**config.mk**
```make
export PLATFORM = sky130hd
export DESIGN_NAME = write_enable_sequencer_flat
export DESIGN_NICKNAME = d
export VERILOG_FILES = /design/src/rtl/write_enable_sequencer_if.sv /design/src/rtl/write_enable_sequencer.sv /design/src/flat_wrapper.sv
export SDC_FILE = /design/constraint.sdc
export NUM_CORES = 1
export LEC_CHECK = 0
export ABC_AREA = 1
export CORE_MARGIN = 5
export CORE_UTILIZATION = 51
export DETAILED_ROUTE_END_ITERATION = 7
export GPL_TIMING_DRIVEN = 0
export MAX_ROUTING_LAYER = met4
export PLACE_DENSITY = 0.87
export SLEW_MARGIN = 20
export SYNTH_ARGS = -nofsm -noshare
export SYNTH_HDL_FRONTEND = slang
export SYNTH_SLANG_ARGS = --single-unit
export TNS_END_PERCENT = 20
```
**constraint.sdc**
```tcl
create_clock -name clk -period 1.61 [get_ports clk]
set_input_delay 0.322 -clock clk [delete_from_list [all_inputs] [get_ports clk]]
set_output_delay 0.322 -clock clk [all_outputs]
set_load 0.01 [all_outputs]
```
**src/rtl/write_enable_sequencer_if.sv**
```systemverilog
// Request/response bundle between the control unit (master) and the
// write-enable sequencer (slave). The issue_count signal exists only when
// WE_SEQ_STATS_EN is defined.
interface write_enable_sequencer_if #(
  parameter int NUM_REGS = 7,
  parameter int SEL_W    = 3
);
  logic                req_valid;
  logic [SEL_W-1:0]    req_sel;
  logic                req_ready;
  logic                flush;
  logic [NUM_REGS-1:0] we;
  logic                busy;
  logic                err;
`ifdef WE_SEQ_STATS_EN
  logic [15:0]         issue_count;

  modport master (
    output req_valid, req_sel, flush,
    input  req_ready, we, busy, err, issue_count
  );

  modport slave (
    input  req_valid, req_sel, flush,
    output req_ready, we, busy, err, issue_count
  );
`else
  modport master (
    output req_valid, req_sel, flush,
    input  req_ready, we, busy, err
  );

  modport slave (
    input  req_valid, req_sel, flush,
    output req_ready, we, busy, err
  );
`endif
endinterface

```
**src/rtl/write_enable_sequencer.sv**
```systemverilog
// Register write-enable sequencer. Select codes are decoded at the point of
// acceptance and the resulting masks are queued in a small FIFO; each mask is
// then driven on we for PULSE_CYCLES clocks, back-to-back when more are queued.
// Code NUM_REGS issues COMBO_MASK; codes above it are dropped and flagged on err.
// Optional feature: define WE_SEQ_STATS_EN to add the 16-bit issue_count output.
module write_enable_sequencer #(
  parameter int                  NUM_REGS     = 7,
  parameter int                  SEL_W        = 3,
  parameter logic [NUM_REGS-1:0] COMBO_MASK   = 7'b0010100,
  parameter int                  FIFO_DEPTH   = 4,
  parameter int                  PULSE_CYCLES = 1
) (
  input  logic                   clk,
  input  logic                   rst_n,
  write_enable_sequencer_if.slave bus
);

  localparam int                 PTR_W     = $clog2(FIFO_DEPTH);
  localparam int                 CNT_W     = (PULSE_CYCLES > 1) ? $clog2(PULSE_CYCLES) : 1;
  localparam logic [CNT_W-1:0]   CNT_LOAD  = CNT_W'(PULSE_CYCLES - 1);
  localparam logic [SEL_W-1:0]   SEL_COMBO = SEL_W'(NUM_REGS);

  typedef enum logic {S_IDLE, S_ACTIVE} state_t;

  state_t              r_state;
  state_t              w_state_next;
  logic [NUM_REGS-1:0] r_we;
  logic [NUM_REGS-1:0] w_we_next;
  logic [CNT_W-1:0]    r_cnt;
  logic [CNT_W-1:0]    w_cnt_next;
  logic                r_err;
  logic [PTR_W:0]      r_wr_ptr;
  logic [PTR_W:0]      r_rd_ptr;
  logic [NUM_REGS-1:0] r_mem [FIFO_DEPTH];

  logic [NUM_REGS-1:0] w_onehot;
  logic [NUM_REGS-1:0] w_dec_mask;
  logic                w_sel_valid;
  logic                w_full;
  logic                w_empty;
  logic                w_accept;
  logic                w_push;
  logic                w_pop;
  logic                w_err_next;
  logic [NUM_REGS-1:0] w_head;

  // One-hot decode of ordinary register codes
  genvar gi;
  generate
    for (gi = 0; gi < NUM_REGS; gi++) begin : g_dec
      assign w_onehot[gi] = (bus.req_sel == SEL_W'(gi));
    end
  endgenerate

  assign w_sel_valid = (bus.req_sel <= SEL_COMBO);
  assign w_dec_mask  = (bus.req_sel == SEL_COMBO) ? COMBO_MASK : w_onehot;

  // The extra top pointer bit distinguishes full from empty when the indices match
  assign w_empty = (r_wr_ptr == r_rd_ptr);
  assign w_full  = (r_wr_ptr[PTR_W] != r_rd_ptr[PTR_W]) &&
                   (r_wr_ptr[PTR_W-1:0] == r_rd_ptr[PTR_W-1:0]);
  assign w_head  = r_mem[r_rd_ptr[PTR_W-1:0]];

  // Ready depends only on the current occupancy, so a pop on the same edge
  // never lets a request slip into a full queue. Flush discards the offer.
  assign w_accept   = bus.req_valid & ~w_full & ~bus.flush;
  assign w_push     = w_accept & w_sel_valid;
  assign w_err_next = w_accept & ~w_sel_valid;

  assign bus.req_ready = ~w_full;
  assign bus.we        = r_we;
  assign bus.err       = r_err;
  assign bus.busy      = (r_state == S_ACTIVE) | ~w_empty;

  // Queue storage: written only on push, never reset (entries are masked by pointers)
  always_ff @(posedge clk) begin
    if (w_push) begin
      r_mem[r_wr_ptr[PTR_W-1:0]] <= w_dec_mask;
    end
  end

  // Queue pointers and the one-cycle error flag
  always_ff @(posedge clk or negedge rst_n) begin
    if (!rst_n) begin
      r_wr_ptr <= '0;
      r_rd_ptr <= '0;
      r_err    <= 1'b0;
    end else begin
      r_err <= w_err_next;
      if (bus.flush) begin
        r_wr_ptr <= '0;
        r_rd_ptr <= '0;
      end else begin
        if (w_push) r_wr_ptr <= r_wr_ptr + 1'b1;
        if (w_pop)  r_rd_ptr <= r_rd_ptr + 1'b1;
      end
    end
  end

  // Sequencer state, registered mask and hold counter
  always_ff @(posedge clk or negedge rst_n) begin
    if (!rst_n) begin
      r_state <= S_IDLE;
      r_we    <= '0;
      r_cnt   <= '0;
    end else begin
      r_state <= w_state_next;
      r_we    <= w_we_next;
      r_cnt   <= w_cnt_next;
    end
  end

  // Next-state logic: load a new mask from the queue or hold / release the current one
  always_comb begin
    w_state_next = r_state;
    w_we_next    = r_we;
    w_cnt_next   = r_cnt;
    w_pop        = 1'b0;
    if (bus.flush) begin
      w_state_next = S_IDLE;
      w_we_next    = '0;
      w_cnt_next   = '0;
    end else begin
      case (r_state)
        S_IDLE: begin
          w_we_next = '0;
          if (!w_empty) begin
            w_pop        = 1'b1;
            w_we_next    = w_head;
            w_cnt_next   = CNT_LOAD;
            w_state_next = S_ACTIVE;
          end
        end
        S_ACTIVE: begin
          if (r_cnt != '0) begin
            w_cnt_next = r_cnt - 1'b1;
          end else if (!w_empty) begin
            w_pop      = 1'b1;
            w_we_next  = w_head;
            w_cnt_next = CNT_LOAD;
          end else begin
            w_we_next    = '0;
            w_state_next = S_IDLE;
          end
        end
        default: begin
          w_state_next = S_IDLE;
          w_we_next    = '0;
          w_cnt_next   = '0;
        end
      endcase
    end
  end

`ifdef WE_SEQ_STATS_EN
  logic [15:0] r_issue_count;

  // Count every mask taken from the queue; wraps naturally at 16 bits
  always_ff @(posedge clk or negedge rst_n) begin
    if (!rst_n) begin
      r_issue_count <= '0;
    end else if (w_pop) begin
      r_issue_count <= r_issue_count + 16'd1;
    end
  end

  assign bus.issue_count = r_issue_count;
`endif

endmodule

```
**src/flat_wrapper.sv**
```systemverilog
// flat-port wrapper written by rule: the top's interface ports become plain ports
module write_enable_sequencer_flat 
#(
  parameter int                  NUM_REGS     = 7,
  parameter int                  SEL_W        = 3,
  parameter logic [NUM_REGS-1:0] COMBO_MASK   = 7'b0010100,
  parameter int                  FIFO_DEPTH   = 4,
  parameter int                  PULSE_CYCLES = 1
)
  (clk, rst_n, bus_req_valid, bus_req_sel, bus_flush, bus_req_ready, bus_we, bus_busy, bus_err);
  write_enable_sequencer_if #(.NUM_REGS(NUM_REGS), .SEL_W(SEL_W)) bus_i ();
  input  logic clk;
  input  logic rst_n;
  input wire logic [$bits(bus_i.req_valid)-1:0] bus_req_valid;
  input wire logic [$bits(bus_i.req_sel)-1:0] bus_req_sel;
  input wire logic [$bits(bus_i.flush)-1:0] bus_flush;
  output wire logic [$bits(bus_i.req_ready)-1:0] bus_req_ready;
  output wire logic [$bits(bus_i.we)-1:0] bus_we;
  output wire logic [$bits(bus_i.busy)-1:0] bus_busy;
  output wire logic [$bits(bus_i.err)-1:0] bus_err;
  assign bus_i.req_valid = bus_req_valid;
  assign bus_i.req_sel = bus_req_sel;
  assign bus_i.flush = bus_flush;
  assign bus_req_ready = bus_i.req_ready;
  assign bus_we = bus_i.we;
  assign bus_busy = bus_i.busy;
  assign bus_err = bus_i.err;
  write_enable_sequencer #(.NUM_REGS(NUM_REGS), .SEL_W(SEL_W), .COMBO_MASK(COMBO_MASK), .FIFO_DEPTH(FIFO_DEPTH), .PULSE_CYCLES(PULSE_CYCLES)) u_core (.clk(clk), .rst_n(rst_n), .bus(bus_i));
endmodule
```
# Word-level counts from Yosys, hierarchy flattened
# Memories as Yosys holds them, arrays and structs flattened.
# Cells that the tools add are included.
# word_totals
reg_bits	16
mem_bits_rw	28
input_bits	7
output_inout_bits	10
wordCells	59
n_memories	1
# mem_list
memory	words	word_bits	read_ports	rd_ports_with_merged_regs	write_ports	line	text
u_core.r_mem	4	7	1	0	1	write_enable_sequencer.sv:34	logic [NUM_REGS-1:0] r_mem [FIFO_DEPTH];
# classes
add_sub_neg	3
n_lt_le_gt_ge	1
n_eq_ne	12
muxes	22
bitwise	10
reduce_logical	4
# ops
op	n
$mux W7	4
$pmux W7 S2	1
$eq A3 B3 Y1 const B	4
$mux W3	4
$mux W1	10
$add A3 B1 Y3 const B	2
$eq A3 B2 Y1 const B	2
$ne A3 B3 Y1 const B	2
$pmux W1 S2	3
$not A1 Y1	5
$and A1 B1 Y1	4
$reduce_bool A2 Y1	2
$eq A3 B1 Y1 const B	1
$eq A3 B3 Y1	1
$le A3 B3 Y1 const B	1
$logic_not A3 Y1	1
$eq A2 B2 Y1	1
$logic_and A1 B1 Y1	1
$ne A1 B1 Y1	1
$or A1 B1 Y1	1
$sub A1 B1 Y1 const B	1

# Depth between registers and ports, before layout
# Gate-level depths: netlist of the first run.
# logic_depth
word_depth	8
depth_mapped	8
ltp_nobuf	8

# Worst setup path after synthesis of the first run
# OpenSTA, ideal clock, no wires.
# synth_timing
kind	flip-flop to flip-flop
start	reg u_core.r_rd_ptr[0]
end	mem u_core.r_mem[0][0], enable pin
setup_ns	0.360
arrival_ns	1.201
required_time_ns	1.250
slack_ns	0.049
path_stages_with_launch	7
n_path_buf	1
period_less_slack_ns	1.561
path_cell_list	dfrtp_1 -> buf_6 -> nand2_2 -> nand2_4 -> nand3_4 -> nand3_2 -> nor2_1
# synth_via
elab_chain_cells	8
# synth_lines
element	line	text
start, declared	write_enable_sequencer.sv:33	logic [PTR_W:0] r_rd_ptr;
start signal, assigned	write_enable_sequencer.sv:95	if (w_pop) r_rd_ptr <= r_rd_ptr + 1'b1;
$eq A2 B2 Y1	write_enable_sequencer.sv:61	(r_wr_ptr[PTR_W-1:0] == r_rd_ptr[PTR_W-1:0]);
$logic_and A1 B1 Y1	write_enable_sequencer.sv:60	assign w_full = (r_wr_ptr[PTR_W] != r_rd_ptr[PTR_W]) &&
$not A1 Y1	n/a	
via bus_req_ready	flat_wrapper.sv:17	output wire logic [$bits(bus_i.req_ready)-1:0] bus_req_ready;
$and A1 B1 Y1 (2 in series)	write_enable_sequencer.sv:66	assign w_accept = bus.req_valid & ~w_full & ~bus.flush;
$and A1 B1 Y1	write_enable_sequencer.sv:67	assign w_push = w_accept & w_sel_valid;
$mux W1	write_enable_sequencer.sv:77	if (w_push) begin
$mux W1 (implied by the code)	write_enable_sequencer.sv:78	r_mem[r_wr_ptr[PTR_W-1:0]] <= w_dec_mask;
end, declared	write_enable_sequencer.sv:34	
# The timed path passes the listed nets, and every way through them passes these cells.

# Worst setup path after layout of the first run
# layout_timing
start	reg u_core.r_rd_ptr[1]
end	out bus_busy
# layout_via
elab_chain_cells	3
# layout_lines
element	line	text
$eq A3 B3 Y1	write_enable_sequencer.sv:59	assign w_empty = (r_wr_ptr == r_rd_ptr);
$not A1 Y1	write_enable_sequencer.sv:73	assign bus.busy = (r_state == S_ACTIVE) | ~w_empty;
$or A1 B1 Y1	write_enable_sequencer.sv:73	
end, declared	flat_wrapper.sv:19	output wire logic [$bits(bus_i.busy)-1:0] bus_busy;
# Every way passes these cells.

==> results.py, run 1 <==
metrics = {
    "outcome": {
        "status": "finished with violations",
        "violations": "negative setup slack",
    },
    "yosys": {
        "synthCells": 171,
        "ys_seq_elements": 43,
        "syn_area_um2": 1950,
        "ys_seq_area_share_pct": 62.4,
        "yosysWarnings": 0,
        "syn_area_per_cell_um2": 11.4,
        "syn_nets": 183,
        "synth.distinct_cells": 24,
    },
    "global_route": {
        "grt-ovfl-total": 0,
        "grtUsageTotal_pct": 16.3,
        "grt_pass1_vias": 1265,
        "grt_pass1_wl_mm": 6.04,
        "grt_max_degree": 16,
        "antenna_found_initial": 0,
    },
    "setup_path": {
        "r2r-start": "u_core.r_rd_ptr[1]$_DFFE_PN0P_",
        "worst-endpoint-arrival_ns": 1.41,
        "cp-start-kind": "register",
        "r2r_slack_ns": 0.07,
        "reg2reg_depth": 6,
        "critPathKind": "register to output port",
        "critPathRequiredTime_ns": 1.29,
        "critical_path.endpoint_type": "output port",
        "cp_max_fo": 3,
        "reg2reg_to": "u_core.r_mem[3][4]$_DFFE_PP_",
    },
    "place": {
        "portBuffers": 16,
        "place_ws_ns": -0.664,
        "dp_hpwl_mm": 2.17,
        "dp.cells": 235,
        "place.gp.congestion": 0.823,
    },
    "sta": {
        "relSlewSlack_pct": 53.5,
        "drv_slew": 0,
        "rsz0062_at_grt": "yes",
        "setup_viol": 1,
        "setup_ws_ns": -0.119,
        "fmax_ghz": 0.578,
        "tightest_slew_ns": 0.696,
        "finClkSkew_ns": 0.00486,
        "layout_worst_path_cycle_share_pct": 107,
        "post-route-min-period_ns": 1.73,
        "hold_viol": 0,
    },
    "cells_and_area": {
        "num-nets-final": 218,
        "fillers": 268,
        "multi_input_area_um2": 651,
        "register_area_um2": 1220,
        "diodes": 0,
        "instances_no_fill": 255,
        "layout_common_cells": "33 x nor2_1, 28 x edfxtp_1, 15 x o21ai_0",
        "drive_above_1_share_pct": 28.0,
        "area_growth_pct": 23.6,
        "final_common_cell": "nor2_1",
    },
    "clocking": {
        "hold_buffers": 0,
        "cts_root_buf": "clkbuf_8",
        "h-tree-depth": 2,
        "cts_buffer_depth": 2,
        "clk_pin_slew_ns": 0.07,
        "clk_latency_ns": 0.29,
        "numCtsBuffers": 5,
        "cts_sinks": 43,
        "cts_tree": "built",
    },
    "power": {
        "p_seq_share_pct": 40.9,
        "power_switching_uw": 1120,
        "leakagePower_uw": 0.000984,
        "p_clk_share_pct": 19.3,
        "p_int_uw": 2190,
        "irDropWorstVdd_v": 0.000779,
        "combPwrFrac_pct": 39.8,
        "power_density_nw_per_um2": 1380,
        "swShare_pct": 33.8,
    },
    "route": {
        "post_drt_wl_per_cell_um": 14.5,
        "vias": 1328,
        "ant_nets": 0,
        "finalWirelength_mm": 3.69,
        "drt_pass1_iterations": 4,
        "drc": 0,
        "via_per_inst": 5.21,
        "drt_iter0_drc": 66,
    },
    "floorplanning": {
        "fp.dieH_um": 71.8,
        "core_area_um2": 3690,
        "rows": 22,
        "dieArea_um2": 5160,
        "initial_core_util_pct": 52.8,
        "dieWidth_um": 71.8,
        "io_pins": 17,
    },
    "hold_path": {
        "hold_path.class": "input pin to async pin",
    },
    "flow_run": {
        "maxCapViolations": 0,
    },
}
==> cells by family (layout without fill, tap and decap cells) <==
kind of cell	count (synthesis)	after routing	share of synthesized area [%]
AO/OA/AOI/OAI	22	22	7.00
XOR/XNOR	2	2	0.899
adder cells (fa/ha/maj)	5	5	3.21
buffers and inverters	23	59	6.36
flip-flops	43	43	62.4
other	1	1	0.192
AND/OR/NAND/NOR	75	75	19.9
==> through the flow <==
stage          utilization [%]  area [um^2]  TNS (ns)  hold WS, ns  total power, uW
4_1_cts                   64.3         2370    -0.138        0.469             3290
2_1_floorplan                -         1950         0       0.0264             2150
6_report                  65.3         2410    -0.119        0.442             3310
3_3_place_gp              58.8         2170    -17.42        0.531             2480
3_5_place_dp              58.8         2170    -18.29        0.533             2500
5_1_grt                   65.3         2410    -0.351        0.524             3490
==> power groups by stage <==
stage	clock, uW	sequential (uW)	combinational, uW
floorplan	0	1410	740
global placement	0	1380	1100
detailed placement	0	1380	1120
CTS	663	1350	1270
global route	698	1370	1420
finish	640	1360	1320
==> repair_timing <==
item | in CTS | in global routing
endpoints found under the setup margin | 30 | 30
gates resized for setup | 24 | 4
buffers inserted | 9 | 3
pin swaps | 3 | 2
==> metal layers <==
| metal | share of wire (%) | vias up | global-route usage (%) |
|---|---|---|---|
| li1 | - | 630 | - |
| met1 | 39 | 643 | 17.4 |
| met2 | 51 | 44 | 27.8 |
| met3 | 6.7 | 11 | 4.77 |
| met4 | 2.8 | 0 | 7.31 |
| met5 | 0 | - | - |
==> sequential cells by signal, indices dropped and copies added (netlist names) <==
name	flops
u_core.bus.err	1
u_core.r_state	1
u_core.bus.we	7
u_core.r_rd_ptr	3
u_core.r_wr_ptr	3
u_core.r_mem	28
==> cell type report <==
class / count / area share (%)
sequential: 43 / 50.6
multi-input combinational: 105 / 27.0
timing repair buffer: 28 / 10.8
inverter: 18 / 3.53
clock buffer: 6 / 3.01
tap: 48 / 2.49
buffer: 5 / 2.08
clock inverter: 2 / 0.519
==> Yosys cell counts, drive strengths merged <==
| cell | instances | area [um^2] |
|---|---|---|
| edfxtp | 28 | 841 |
| nand3 | 10 | 80.1 |
| nand4 | 3 | 18.8 |
| inv | 18 | 80.1 |
| nor2 | 38 | 150 |
| a21oi | 7 | 61.3 |
| buf | 5 | 43.8 |
| dfrtp | 15 | 375 |
| xor2 | 2 | 17.5 |
| conb | 1 | 3.75 |
| nand2 | 20 | 118 |
| nor3 | 3 | 15.0 |
| or2 | 1 | 6.26 |
| ha | 5 | 62.6 |
| o21ai | 15 | 75.1 |
==> critical path: stages (launching register included) <==
cell and delay (ns):
dfrtp_1 0.40, buf_6 0.14, inv_8 0.05, nand2_4 0.04
nand2_4 0.07, nand3_4 0.07, or2_1 0.20, buf_2 0.14
==> how the worst max path moves through the flow <==
stage | end | startpoint | slack, ns | cells after the start
floorplan | u_core.r_mem[0][0]$_DFFE_PP_ | u_core.r_rd_ptr[0]$_DFFE_PN0P_ | 0.05 | 6
global placement | u_core.r_mem[0][3]$_DFFE_PP_ | bus_flush | -0.62 | 5
detailed placement | u_core.r_mem[0][3]$_DFFE_PP_ | bus_flush | -0.66 | 5
CTS | bus_busy | u_core.r_rd_ptr[1]$_DFFE_PN0P_ | -0.12 | 7
global route | bus_busy | u_core.r_rd_ptr[1]$_DFFE_PN0P_ | -0.18 | 7
finish | bus_busy | u_core.r_rd_ptr[1]$_DFFE_PN0P_ | -0.12 | 7
Note: power is estimated with default switching activity, not from simulation.
==> run 2: changes to the inputs <==
Settings changed: SKIP_LAST_GASP set to 1.
Clock period 1.61 ns to 1.5 ns, I/O delays scaled along.
==> run 2 against run 1 <==
The run still ends with negative setup slack left. Critical path depth did not move. Register-to-register slack worse by 0.10 ns. Global-route usage grew 0.18 points. Highest routed layer unchanged.
==> results.py, run 2 (synthesis gave the netlist of run 1 again) <==
metrics = {
    "floorplanning": {
        "core_area_um2": 3690,
        "fp.dieH_um": 71.8,
        "io_pins": 17,
        "rows": 22,
        "dieArea_um2": 5160,
        "initial_core_util_pct": 52.8,
        "dieWidth_um": 71.8,
    },
    "place": {
        "place.gp.congestion": 0.823,
        "placed_cell_area_um2": 2170,
        "dp.cells": 235,
        "portBuffers": 16,
        "dp_hpwl_mm": 2.17,
        "place_ws_ns": -0.752,
    },
    "cells_and_area": {
        "largest_reg_flops": 28,
        "instances_no_fill": 255,
        "final_area_um2": 2410,
        "register_area_um2": 1220,
        "final_common_cell": "nor2_1",
        "num-nets-final": 218,
        "layout_common_cells": "33 x nor2_1, 28 x edfxtp_1, 15 x o21ai_0",
        "fillers": 269,
        "diodes": 0,
        "multi_input_area_um2": 651,
        "drive_above_1_share_pct": 27.5,
        "area_growth_pct": 23.6,
    },
    "global_route": {
        "grtUsageTotal_pct": 16.4,
        "grt_pass1_vias": 1286,
        "grt_max_degree": 16,
        "antenna_found_initial": 0,
        "grt_pass1_wl_mm": 6.11,
        "grt-ovfl-total": 0,
    },
    "setup_path": {
        "r2r_slack_ns": -0.03,
        "worst-endpoint-arrival_ns": 1.41,
        "critPathTopFamily": "flip-flops",
        "crit_chain": "buf_6 > inv_8 > nand2_4 > nand2_4 > nand3_4 > or2_1 > buf_2",
        "r2r-start": "u_core.r_rd_ptr[1]$_DFFE_PN0P_",
        "path_common_cell": "nand2_4",
        "cp-start-kind": "register",
        "critPathKind": "register to output port",
        "reg2reg_depth": 7,
        "cp_max_fo": 3,
        "reg2reg_to": "u_core.r_mem[0][4]$_DFFE_PP_",
        "worst_path_max_delay_cell": "dfrtp_1",
        "critical_path.endpoint_type": "output port",
        "critPathRequiredTime_ns": 1.20,
        "crit_cells": 7,
        "max_stage_delay_ns": 0.40,
        "cp_num_buf_inv": 3,
    },
    "clocking": {
        "clk_latency_ns": 0.30,
        "cts_buffer_depth": 2,
        "h-tree-depth": 2,
        "cts_sinks": 43,
        "cts_tree": "built",
        "hold_buffers": 0,
        "clk_pin_slew_ns": 0.08,
        "cts_root_buf": "clkbuf_8",
        "numCtsBuffers": 5,
    },
    "sta": {
        "finClkSkew_ns": 0.00705,
        "layout_worst_path_cycle_share_pct": 114,
        "post-route-min-period_ns": 1.71,
        "relSlewSlack_pct": 53.0,
        "fmax_ghz": 0.585,
        "rsz0062_at_grt": "yes",
        "setup_viol": 30,
        "hold_viol": 0,
        "drv_slew": 0,
        "setup_ws_ns": -0.210,
        "tightest_slew_ns": 0.703,
    },
    "power": {
        "power_density_nw_per_um2": 1480,
        "leakagePower_uw": 0.000985,
        "irDropWorstVdd_v": 0.000847,
    },
    "route": {
        "drc": 0,
        "drt_iter0_drc": 56,
        "post_drt_wl_per_cell_um": 14.6,
        "vias": 1331,
        "ant_nets": 0,
        "drt_pass1_iterations": 4,
        "finalWirelength_mm": 3.73,
        "via_per_inst": 5.22,
    },
    "flow_run": {
        "maxCapViolations": 0,
    },
    "hold_path": {
        "hold_path.class": "input pin to async pin",
    },
    "outcome": {
        "status": "finished with violations",
        "violations": "negative setup slack",
    },
}
-- run 2: how the worst max path moves through the flow --
stage / startpoint / endpoint / slack, ns
finish: u_core.r_rd_ptr[1]$_DFFE_PN0P_ / bus_busy / -0.21
global route: u_core.r_rd_ptr[1]$_DFFE_PN0P_ / bus_busy / -0.27
CTS: u_core.r_rd_ptr[1]$_DFFE_PN0P_ / bus_busy / -0.21
detailed placement: bus_flush / u_core.r_mem[0][3]$_DFFE_PP_ / -0.75
global placement: bus_flush / u_core.r_mem[0][3]$_DFFE_PP_ / -0.71
floorplan: u_core.r_rd_ptr[0]$_DFFE_PN0P_ / u_core.r_mem[0][0]$_DFFE_PP_ / -0.06
-- run 2: per-stage QoR --
step / setup TNS, ns / total power (uW) / hold WS [ns] / util, %
floorplan: -1.71 / 2300 / 0.00441 / -
global placement: -20.52 / 2660 / 0.531 / 58.8
detailed placement: -21.49 / 2690 / 0.533 / 58.8
CTS: -0.366 / 3530 / 0.447 / 64.5
global route: -3.28 / 3750 / 0.502 / 65.3
finish: -0.810 / 3570 / 0.420 / 65.3
-- run 2: layer usage --
layer / global-route usage (%) / vias up / wire length [um] / share of wire, %
met5: - / - / 0 / 0
li1: - / 629 / - / -
met1: 17.7 / 636 / 1450 / 39
met2: 27.8 / 49 / 1910 / 51
met3: 4.91 / 17 / 247 / 6.6
met4: 7.72 / 0 / 119 / 3.2
-- run 2: worst reg2reg max path, stage by stage, from the launching register on --
cell and delay (ns):
dfrtp_1 0.40, buf_6 0.14, nand2_2 0.07, nand2_4 0.07
nand3_4 0.12, nand3_4 0.15, nor2_4 0.16, buf_12 0.13
-- run 2: report_power, final --
group          total (uW)  leakage, uW  internal (uW)  switching, uW
clock network         691    0.0000412            325            367
logic                1420     0.000486            626            793
registers            1460     0.000457           1400           54.1
-- run 2: layout make-up --
cell class,count,share of cell area (%)
clock buffers,6,3.01
plain buffers,5,2.08
inverters,18,3.53
multi-input cells,105,27.0
flip-flops and latches,43,50.6
repair buffers,28,10.8
clock inverters,2,0.519
well taps,48,2.49
-- run 2: repair_timing --
action / in CTS / in global routing
pin swaps: 3 / 1
endpoints found under the setup margin: 30 / 35
setup buffers: 9 / 3
gates resized for setup: 25 / 2
==> run 3: changes to the inputs <==
Settings changed: RECOVER_POWER set to 50.
==> run 3 against run 2 <==
The flow still finishes with violations (negative setup slack). Wire length unchanged. Final cell count unchanged. Worst hold slack improved by 0.070 ns. Setup slack unchanged. Clock power about the same. Clock skew unchanged. First-iteration DRC count unchanged. Critical path type unchanged. Critical endpoint unchanged. Highest routed layer unchanged.
==> results.py, run 3 (synthesis gave the netlist of run 1 again) <==
metrics = {
    "cells_and_area": {
        "final_common_cell": "nor2_1",
        "area_growth_pct": 23.6,
        "diodes": 0,
        "layout_common_cells": "33 x nor2_1, 28 x edfxtp_1, 15 x o21ai_0",
        "utilization_pct": 65.3,
        "drive_above_1_share_pct": 27.5,
        "num-nets-final": 218,
        "largest_reg_flops": 28,
        "instances_no_fill": 255,
        "final_area_um2": 2410,
    },
    "sta": {
        "finClkSkew_ns": 0.00705,
        "drv_slew": 0,
        "setup_viol": 30,
        "tightest_slew_ns": 0.710,
        "layout_worst_path_cycle_share_pct": 114,
        "setup_ws_ns": -0.210,
        "fmax_ghz": 0.585,
        "tns_ns": -0.810,
        "relSlewSlack_pct": 52.5,
        "rsz0062_at_grt": "yes",
        "hold_viol": 0,
        "post-route-min-period_ns": 1.71,
    },
    "setup_path": {
        "critical_path.endpoint_type": "output port",
        "critPathRequiredTime_ns": 1.20,
        "critPathKind": "register to output port",
        "cp_max_fo": 3,
        "cp-start-kind": "register",
        "worst-endpoint-arrival_ns": 1.41,
    },
    "clocking": {
        "hold_buffers": 0,
        "clk_latency_ns": 0.30,
        "cts_sinks": 43,
        "cts_root_buf": "clkbuf_8",
        "cts_buffer_depth": 2,
        "h-tree-depth": 2,
        "clk_pin_slew_ns": 0.08,
        "cts_tree": "built",
        "numCtsBuffers": 5,
    },
    "place": {
        "portBuffers": 16,
        "place_ws_ns": -0.752,
        "dp.cells": 235,
        "dp_hpwl_mm": 2.17,
        "placed_cell_area_um2": 2170,
        "place.gp.congestion": 0.823,
    },
    "power": {
        "p_seq_share_pct": 40.8,
        "power_density_nw_per_um2": 1480,
        "leakagePower_uw": 0.000985,
        "swShare_pct": 34.0,
        "irDropWorstVdd_v": 0.000847,
        "p_clk_share_pct": 19.4,
        "power_switching_uw": 1210,
        "combPwrFrac_pct": 39.8,
        "p_int_uw": 2350,
    },
    "floorplanning": {
        "core_area_um2": 3690,
        "rows": 22,
        "initial_core_util_pct": 52.8,
        "dieWidth_um": 71.8,
        "dieArea_um2": 5160,
        "io_pins": 17,
        "fp.dieH_um": 71.8,
    },
    "route": {
        "post_drt_wl_per_cell_um": 14.6,
        "drt_pass1_iterations": 4,
        "drt_iter0_drc": 56,
        "drc": 0,
        "finalWirelength_mm": 3.73,
        "ant_nets": 0,
        "via_per_inst": 5.22,
        "vias": 1331,
    },
    "global_route": {
        "grtUsageTotal_pct": 16.4,
        "antenna_found_initial": 0,
        "grt_max_degree": 16,
        "grt_pass1_wl_mm": 6.11,
        "grt_pass1_vias": 1286,
        "grt-ovfl-total": 0,
    },
    "hold_path": {
        "hold_path.class": "input pin to async pin",
    },
    "flow_run": {
        "maxCapViolations": 0,
    },
    "outcome": {
        "status": "finished with violations",
        "violations": "negative setup slack",
    },
}
==> run 3: changes by cell type in the layout (fill, tap and decap cells not counted) <==
cell	before	now
clkdlybuf4s50_1	14	12
dlygate4sd3_1	0	2
==> run 3: critical path: stages, from the launching register on <==
cell and delay [ns]:
dfrtp_1 0.40, buf_6 0.14, inv_8 0.05, nand2_4 0.04, nand2_4 0.07, nand3_4 0.07
or2_1 0.20, buf_2 0.14
==> run 3: what timing repair did <==
item                                   CTS  global route
setup buffers                            9             3
endpoints found under the hold margin    0             0
setup endpoints to repair               30            35
pin swaps                                3             1
resized for setup                       25             2
==> run 3: through the flow <==
step           hold WS, ns  power, uW
3_5_place_dp         0.533       2690
6_report             0.490       3560
3_3_place_gp         0.531       2660
4_1_cts              0.447       3530
5_1_grt              0.571       3750
2_1_floorplan      0.00441       2300
==> run 3: power by group through the flow <==
stage	combinational, uW	sequential [uW]	clock [uW]
floorplan	794	1510	0
global placement	1180	1480	0
detailed placement	1210	1480	0
CTS	1360	1450	711
global route	1530	1470	749
finish	1420	1460	691
==> run 3: worst paths after layout <==
| check | start | end | slack [ns] | depth (start not counted) |
|---|---|---|---|---|
| worst max-delay path | u_core.r_rd_ptr[1]$_DFFE_PN0P_ | bus_busy | -0.21 | 7 |
| worst min-delay path | rst_n | u_core.bus.we[4]$_DFF_PN0_ | 0.49 | 1 |
| worst max register to register | u_core.r_rd_ptr[1]$_DFFE_PN0P_ | u_core.r_mem[0][4]$_DFFE_PP_ | -0.03 | 7 |
| worst min register to register | u_core.r_mem[3][1]$_DFFE_PP_ | u_core.bus.we[1]$_DFF_PN0_ | 0.55 | 2 |
| max in group asynchronous | rst_n | u_core.r_wr_ptr[0]$_DFFE_PN0P_ | 0.52 | 1 |
| min in group clk | u_core.r_mem[3][1]$_DFFE_PP_ | u_core.bus.we[1]$_DFF_PN0_ | 0.55 | 2 |
==> run 3: layer usage <==
| layer | vias up | GRT usage (%) | wire length [um] |
|---|---|---|---|
| met5 | - | - | 0 |
| li1 | 629 | - | - |
| met4 | 0 | 7.72 | 119 |
| met1 | 636 | 17.7 | 1450 |
| met3 | 17 | 4.91 | 247 |
| met2 | 49 | 27.8 | 1910 |
==> run 3: final cells by class <==
type | count | area, um^2
fill | 269 | 1280
inverter | 18 | 85.1
tap | 48 | 60.1
multi-input combinational | 105 | 651
timing repair buffer | 28 | 259
sequential | 43 | 1220
clock inverter | 2 | 12.5
buffer | 5 | 50.0
clock buffer | 6 | 72.6
==> patch 1 (config.mk and constraints of run 2) <==
`SEL_W` is set to 3 in 3 places; all go to 2.
--- a/src/rtl/write_enable_sequencer_if.sv
+++ b/src/rtl/write_enable_sequencer_if.sv
@@ -5,3 +5,3 @@
   parameter int NUM_REGS = 7,
-  parameter int SEL_W    = 3
+  parameter int SEL_W    = 2
 );
--- a/src/rtl/write_enable_sequencer.sv
+++ b/src/rtl/write_enable_sequencer.sv
@@ -7,3 +7,3 @@
   parameter int                  NUM_REGS     = 7,
-  parameter int                  SEL_W        = 3,
+  parameter int                  SEL_W        = 2,
   parameter logic [NUM_REGS-1:0] COMBO_MASK   = 7'b0010100,
--- a/src/flat_wrapper.sv
+++ b/src/flat_wrapper.sv
@@ -4,3 +4,3 @@
   parameter int                  NUM_REGS     = 7,
-  parameter int                  SEL_W        = 3,
+  parameter int                  SEL_W        = 2,
   parameter logic [NUM_REGS-1:0] COMBO_MASK   = 7'b0010100,
Ports: changed (resized bus_req_sel); port bits go from 17 to 16. The function was not compared with the original's and may differ.
==> patch 1 against run 2 <==
The run still ends with negative setup slack left. Register-to-register slack got worse by 0.07 ns. Routed wire length fell by 21%. Via count fell by 21%. Area after synthesis fell by 20%. Power fell by 17%. Final area fell by 19%. Critical path type unchanged. Setup slack got worse by 0.0078 ns. Largest cell class unchanged. Sequential power fell by 25%. Sequential cell count fell by 11. Combinational power fell by 15%.
==> patch 1: results (changes against run 2) <==
| Metric | Value |
|---|---|
| Vias in the first global route | `1043 (-19%)` |
| Crit-path slowest cell | `dfrtp_1` |
| First-pass GRT wire length | `4740 um (-22%)` |
| Count of cell types in the netlist | `27 (+13%)` |
| Vias | `1052 (-21%)` |
| Hold Path Class | `input port to async pin` |
| Synth top area cells | `edfxtp_1 (38%), dfrtp_1 (19%), ha_1 (7.2%)` |
| Worst setup margin | `-0.218 ns (-0.00783 ns)` |
| Met3 Usage GRT | `4.44% (-0.46 points)` |
| Final nets | `191 (-12%)` |
| Met1 Use GR | `16.5% (-1.2 points)` |
| Critical path data arrival time | `1.42 ns` |
| Violated checks | `negative setup slack` |
| Met2 Use GR | `27.4% (-0.32 points)` |
| Worst path max stage delay | `0.40 ns (about the same)` |
| Ys flop type | `edfxtp_1` |
| Initial antenna violation count | `0 (unchanged)` |
| Setup violations, final | `14 (-53%)` |
| Setup Slack @ Placement | `-0.522 ns (+0.230 ns)` |
| Synth Area in Adders | `7.21% (+4.0 points)` |
| Pin count of the biggest net entering global routing | `13 (-3)` |
| CTS Buf Count | `5 (unchanged)` |
| Area fraction in compound gates after synthesis | `6.00% (-1.0 points)` |
| Layout cells sized above 1 | `33.3% (+5.8 points)` |
| Seq/Total Area, Yosys | `57.6% (-4.8 points)` |
| Pre-Repair DR Iteration Count | `4 (unchanged)` |
| Outcome | `complete, but fails checks` |
| Yosys Warn Count | `0 (unchanged)` |
| Synth Area in XOR/XNOR | `1.12% (+0.22 points)` |
| GP Congestion | `0.748 (-9.1%)` |
| H-tree depth | `2 (unchanged)` |
| Port buffer count | `13 (-3)` |
| CTS root buf | `clkbuf_4` |
| Initial DRC Count | `43 (-23%)` |
| Peak VDD IR | `0.000628 V (-26%)` |
| Post-DP HPWL | `1990 um (-8.0%)` |
| Skew-Pair Late Insertion Delay | `0.33 ns (+0.03 ns)` |
| Worst slew pin tran | `0.562 ns (-0.141 ns)` |
| Total global-route track usage | `15.7% (-0.77 points)` |
| Async SR Flop Fraction | `37.5% (+2.6 points)` |
| Maximum clock path buffer count | `2 (unchanged)` |
| Critical path peak fanout | `3 (unchanged)` |
| EDFF count, synth | `20 (-29%)` |
| Setup TNS | `-1.07 ns (-0.259 ns)` |
| Clk_skew | `0.00627 ns (-0.000778 ns)` |
| DR WL/cell | `14.0 um (-4.2%)` |
| Worst path top cell family by delay | `flip-flops` |
| Number of flip-flops under the largest register name | `20 (-29%)` |
| CTS clk-pin slew, worst paths | `0.11 ns (+0.03 ns)` |
| Top cells by count, synth | `nor2_1 (24), edfxtp_1 (20), inv_1 (13), nand2_1 (13), dfrtp_1 (12)` |
| Leakage | `0.858 nW (-13%)` |
| Mux cell area share after synthesis | `0% (unchanged)` |
| N_diodes | `0 (unchanged)` |
-- patch 1: cell count changes after synthesis, moves of 2 or more --
cell      change
o21ai_0      -13
nor3_1        -3
ha_1          +4
inv_1         -2
nor2_1       -13
o21ai_1       +8
buf_4         +3
a21oi_2       -2
buf_6         -2
nand2_1       +2
dfrtp_1       -3
edfxtp_1      -8
nand2_2       -2
-- patch 1: power breakdown --
| group | switching, mW | internal, mW |
|---|---|---|
| registers | 0.0505 | 1.05 |
| clock network | 0.305 | 0.347 |
| logic | 0.643 | 0.559 |
-- patch 1: cells by family after synthesis --
family,count (synthesis)
AOI/OAI and AO/OA,15
xor gates and xnor gates,2
adders and majority gates,9
buffers and inverters,23
DFF,32
other,1
and+or+nand+nor,59
-- patch 1: through the flow --
stage / instances / cell area (um^2) / util [%] / hold slack [ns] / total power, mW
2_1_floorplan: 142 / 1570 / - / 0.00441 / 1.80
3_3_place_gp: 188 / 1740 / 57.9 / 0.511 / 2.07
3_5_place_dp: 188 / 1740 / 57.9 / 0.520 / 2.12
4_1_cts: 206 / 1900 / 63.3 / 0.295 / 2.92
5_1_grt: 210 / 1960 / 65.3 / 0.356 / 3.12
6_report: 210 / 1960 / 65.3 / 0.320 / 2.96
-- patch 1: metal layers --
| metal | routed length [um] | part of all wire (%) | vias up |
|---|---|---|---|
| met1 | 1200 | 41 | 497 |
| li1 | - | - | 524 |
| met3 | 128 | 4.4 | 4 |
| met5 | 0 | 0 | - |
| met2 | 1570 | 53 | 27 |
| met4 | 47 | 1.6 | 0 |
-- patch 1: area by class of cell --
class | instances | area (um^2)
Buffer | 7 | 50.0
Clock buffer | 5 | 37.5
Clock inverter | 3 | 42.5
Fill cell | 218 | 1040
Inverter | 16 | 68.8
Multi-Input combinational cell | 87 | 584
Sequential cell | 32 | 903
Tap cell | 33 | 41.3
Timing Repair Buffer | 27 | 231
-- patch 1: timing repair --
item / CTS / global route
setup buffers: 10 / 4
gates resized for setup: 16 / 8
cloned: 0 / 0
pin swaps: 2 / 2
setup endpoints to repair: 26 / 28
endpoints found under the hold margin: 0 / 0
-- patch 1: final timing paths --
kind,slack [ns],end,from,cells after the start
setup / recovery,-0.22,bus_busy,u_core.r_rd_ptr[1],7
hold / removal,0.32,u_core.r_wr_ptr[0],rst_n,1
setup reg to reg,-0.10,u_core.r_mem[2][4],u_core.r_rd_ptr[1],7
hold reg to reg,0.54,u_core.bus.we[4],u_core.r_mem[3][4],2
max in group asynchronous,0.77,u_core.r_rd_ptr[0],rst_n,1
min in group clk,0.54,u_core.bus.we[4],u_core.r_mem[3][4],2
==> patch 2 (flow settings as in run 2) <==
Made on the original files. Take the reset off `r_we` and load it in a clocked block of its own.
--- a/src/rtl/write_enable_sequencer.sv
+++ b/src/rtl/write_enable_sequencer.sv
@@ -103,3 +103,2 @@
       r_state <= S_IDLE;
-      r_we    <= '0;
       r_cnt   <= '0;
@@ -107,5 +106,8 @@
       r_state <= w_state_next;
-      r_we    <= w_we_next;
       r_cnt   <= w_cnt_next;
     end
+  end
+
+  always_ff @(posedge clk) begin
+    r_we <= w_we_next;
   end
Formal check against the unedited RTL: differs if rst_n is asserted again (counterexample within 4 cycles, from zero or initial values and one cycle with rst_n low); with rst_n held inactive, the same outputs for 10 cycles.
==> patch 2 against run 2 <==
The run still ends with negative setup slack left. Area after synthesis fell by 2.1%. Synthesized cell count did not move. Power rose by 8.2%. Via count fell by 3.5%. Sequential cell count did not move. Routed wire length fell by 2.4%. Final area fell by 2.6%. Final cell count fell by 0.78%. Combinational power rose by 5%. Sequential share of layout area fell by 0.20 points. Setup slack got worse by 0.025 ns.
==> patch 2: results (changes against run 2) <==
| Metric | Value |
|---|---|
| Met2 Use GR | `26.4% (-1.3 points)` |
| Synth Area in Adders | `3.28% (+0.070 points)` |
| Post-DP HPWL | `2280 um (+5.5%)` |
| N_diodes | `0 (unchanged)` |
| Met3 Usage GRT | `5.11% (+0.20 points)` |
| Peak VDD IR | `0.000754 V (-11%)` |
| Violated checks | `negative setup slack` |
| Top cells by count, synth | `nor2_1 (38), edfxtp_1 (28), inv_1 (15), o21ai_0 (15), nand2_1 (14)` |
| # fillers | `283 (+5.2%)` |
| #MultiIn Comb | `106 (+0.95%)` |
| Worst setup margin | `-0.235 ns (-0.0249 ns)` |
| Wire length on met1 | `1500 um (+3.8%)` |
| Outcome | `complete, but fails checks` |
| Synth Area in XOR/XNOR | `0.919% (+0.019 points)` |
| Multi-input gate area | `642 um^2 (-1.3%)` |
| Buffer share of cell area | `11.4% (-1.5 points)` |
| Clock-cell share | `4.80% (+1.3 points)` |
| Leakage | `0.951 nW (-3.4%)` |
| DR WL/cell | `14.4 um (-1.6%)` |
| Metal3 WL | `171 um (-31%)` |
| P per Cell Area | `1650 nW/um^2 (+11%)` |
| Post-CTS Setup Inserts | `7 (-2)` |
| Port buffer count | `16 (unchanged)` |
| Cell Area, Placed | `2130 um^2 (-1.9%)` |
| Worst slew pin tran | `0.499 ns (-0.204 ns)` |
| GP Congestion | `0.807 (-2.0%)` |
| Met2 WL post-DR | `1860 um (-2.4%)` |
| Post-CTS resize count | `19 (-24%)` |
| Final cell count without fillers | `253 (-0.78%)` |
| Clk_skew | `0.00664 ns (-0.000405 ns)` |
| Initial DRC Count | `76 (+36%)` |
| Pin count of the biggest net entering global routing | `15 (-1)` |
| Async SR Flop Fraction | `18.6% (-16 points)` |
| Critical path data arrival time | `1.44 ns (+0.03 ns)` |
| Seq/total area | `50.4% (-0.20 points)` |
| DR vias/cell | `5.08 (-2.7%)` |
| Seq/Total Area, Yosys | `61.9% (-0.49 points)` |
| Total global-route track usage | `16.6% (+0.16 points)` |
| Vias in the first global route | `1278 (-0.62%)` |
| Met1 Use GR | `18.8% (+1.2 points)` |
| Layout cells sized above 1 | `26.3% (-1.2 points)` |
| Synth top area cells | `edfxtp_1 (44%), dfrtp_1 (10%), nor2_1 (7.5%)` |
| First-pass GRT wire length | `6090 um (-0.34%)` |
| Critical path peak fanout | `4 (+1)` |
| Final nets | `216 (-0.92%)` |
| Synth Register Bits | `43 (unchanged)` |
| Bufs w/o clock | `30 (-9.1%)` |
| Setup violations, final | `20 (-33%)` |
| Area fraction in compound gates after synthesis | `7.15% (+0.15 points)` |
| Worst path top cell family by delay | `simple AND/OR/NAND/NOR gates` |
| Count of cell types in the netlist | `25 (+4.2%)` |
-- patch 2: final timing paths --
kind / start / end / slack, ns / cells past startpoint
min in group clk: u_core.r_rd_ptr[2] / u_core.r_rd_ptr[2] / 0.53 / 2
max reg2reg: u_core.r_rd_ptr[1] / u_core.r_mem[3][6] / -0.11 / 6
min reg2reg: u_core.r_rd_ptr[2] / u_core.r_rd_ptr[2] / 0.53 / 2
max in group asynchronous: rst_n / u_core.r_wr_ptr[0] / 0.92 / 1
max: u_core.r_rd_ptr[0] / bus_busy / -0.24 / 7
min: rst_n / u_core.r_state / 0.28 / 1
-- patch 2: through the flow --
stage	setup slack (ns)	setup TNS (ns)
global route	-0.289	-4.02
detailed placement	-0.679	-18.92
CTS	-0.253	-2.93
floorplan	-0.0436	-1.22
finish	-0.235	-1.80
global placement	-0.645	-17.72
-- patch 2: power by group --
group          internal, mW  switching [mW]
logic                 0.649           0.837
clock network         0.495           0.394
registers              1.42          0.0639
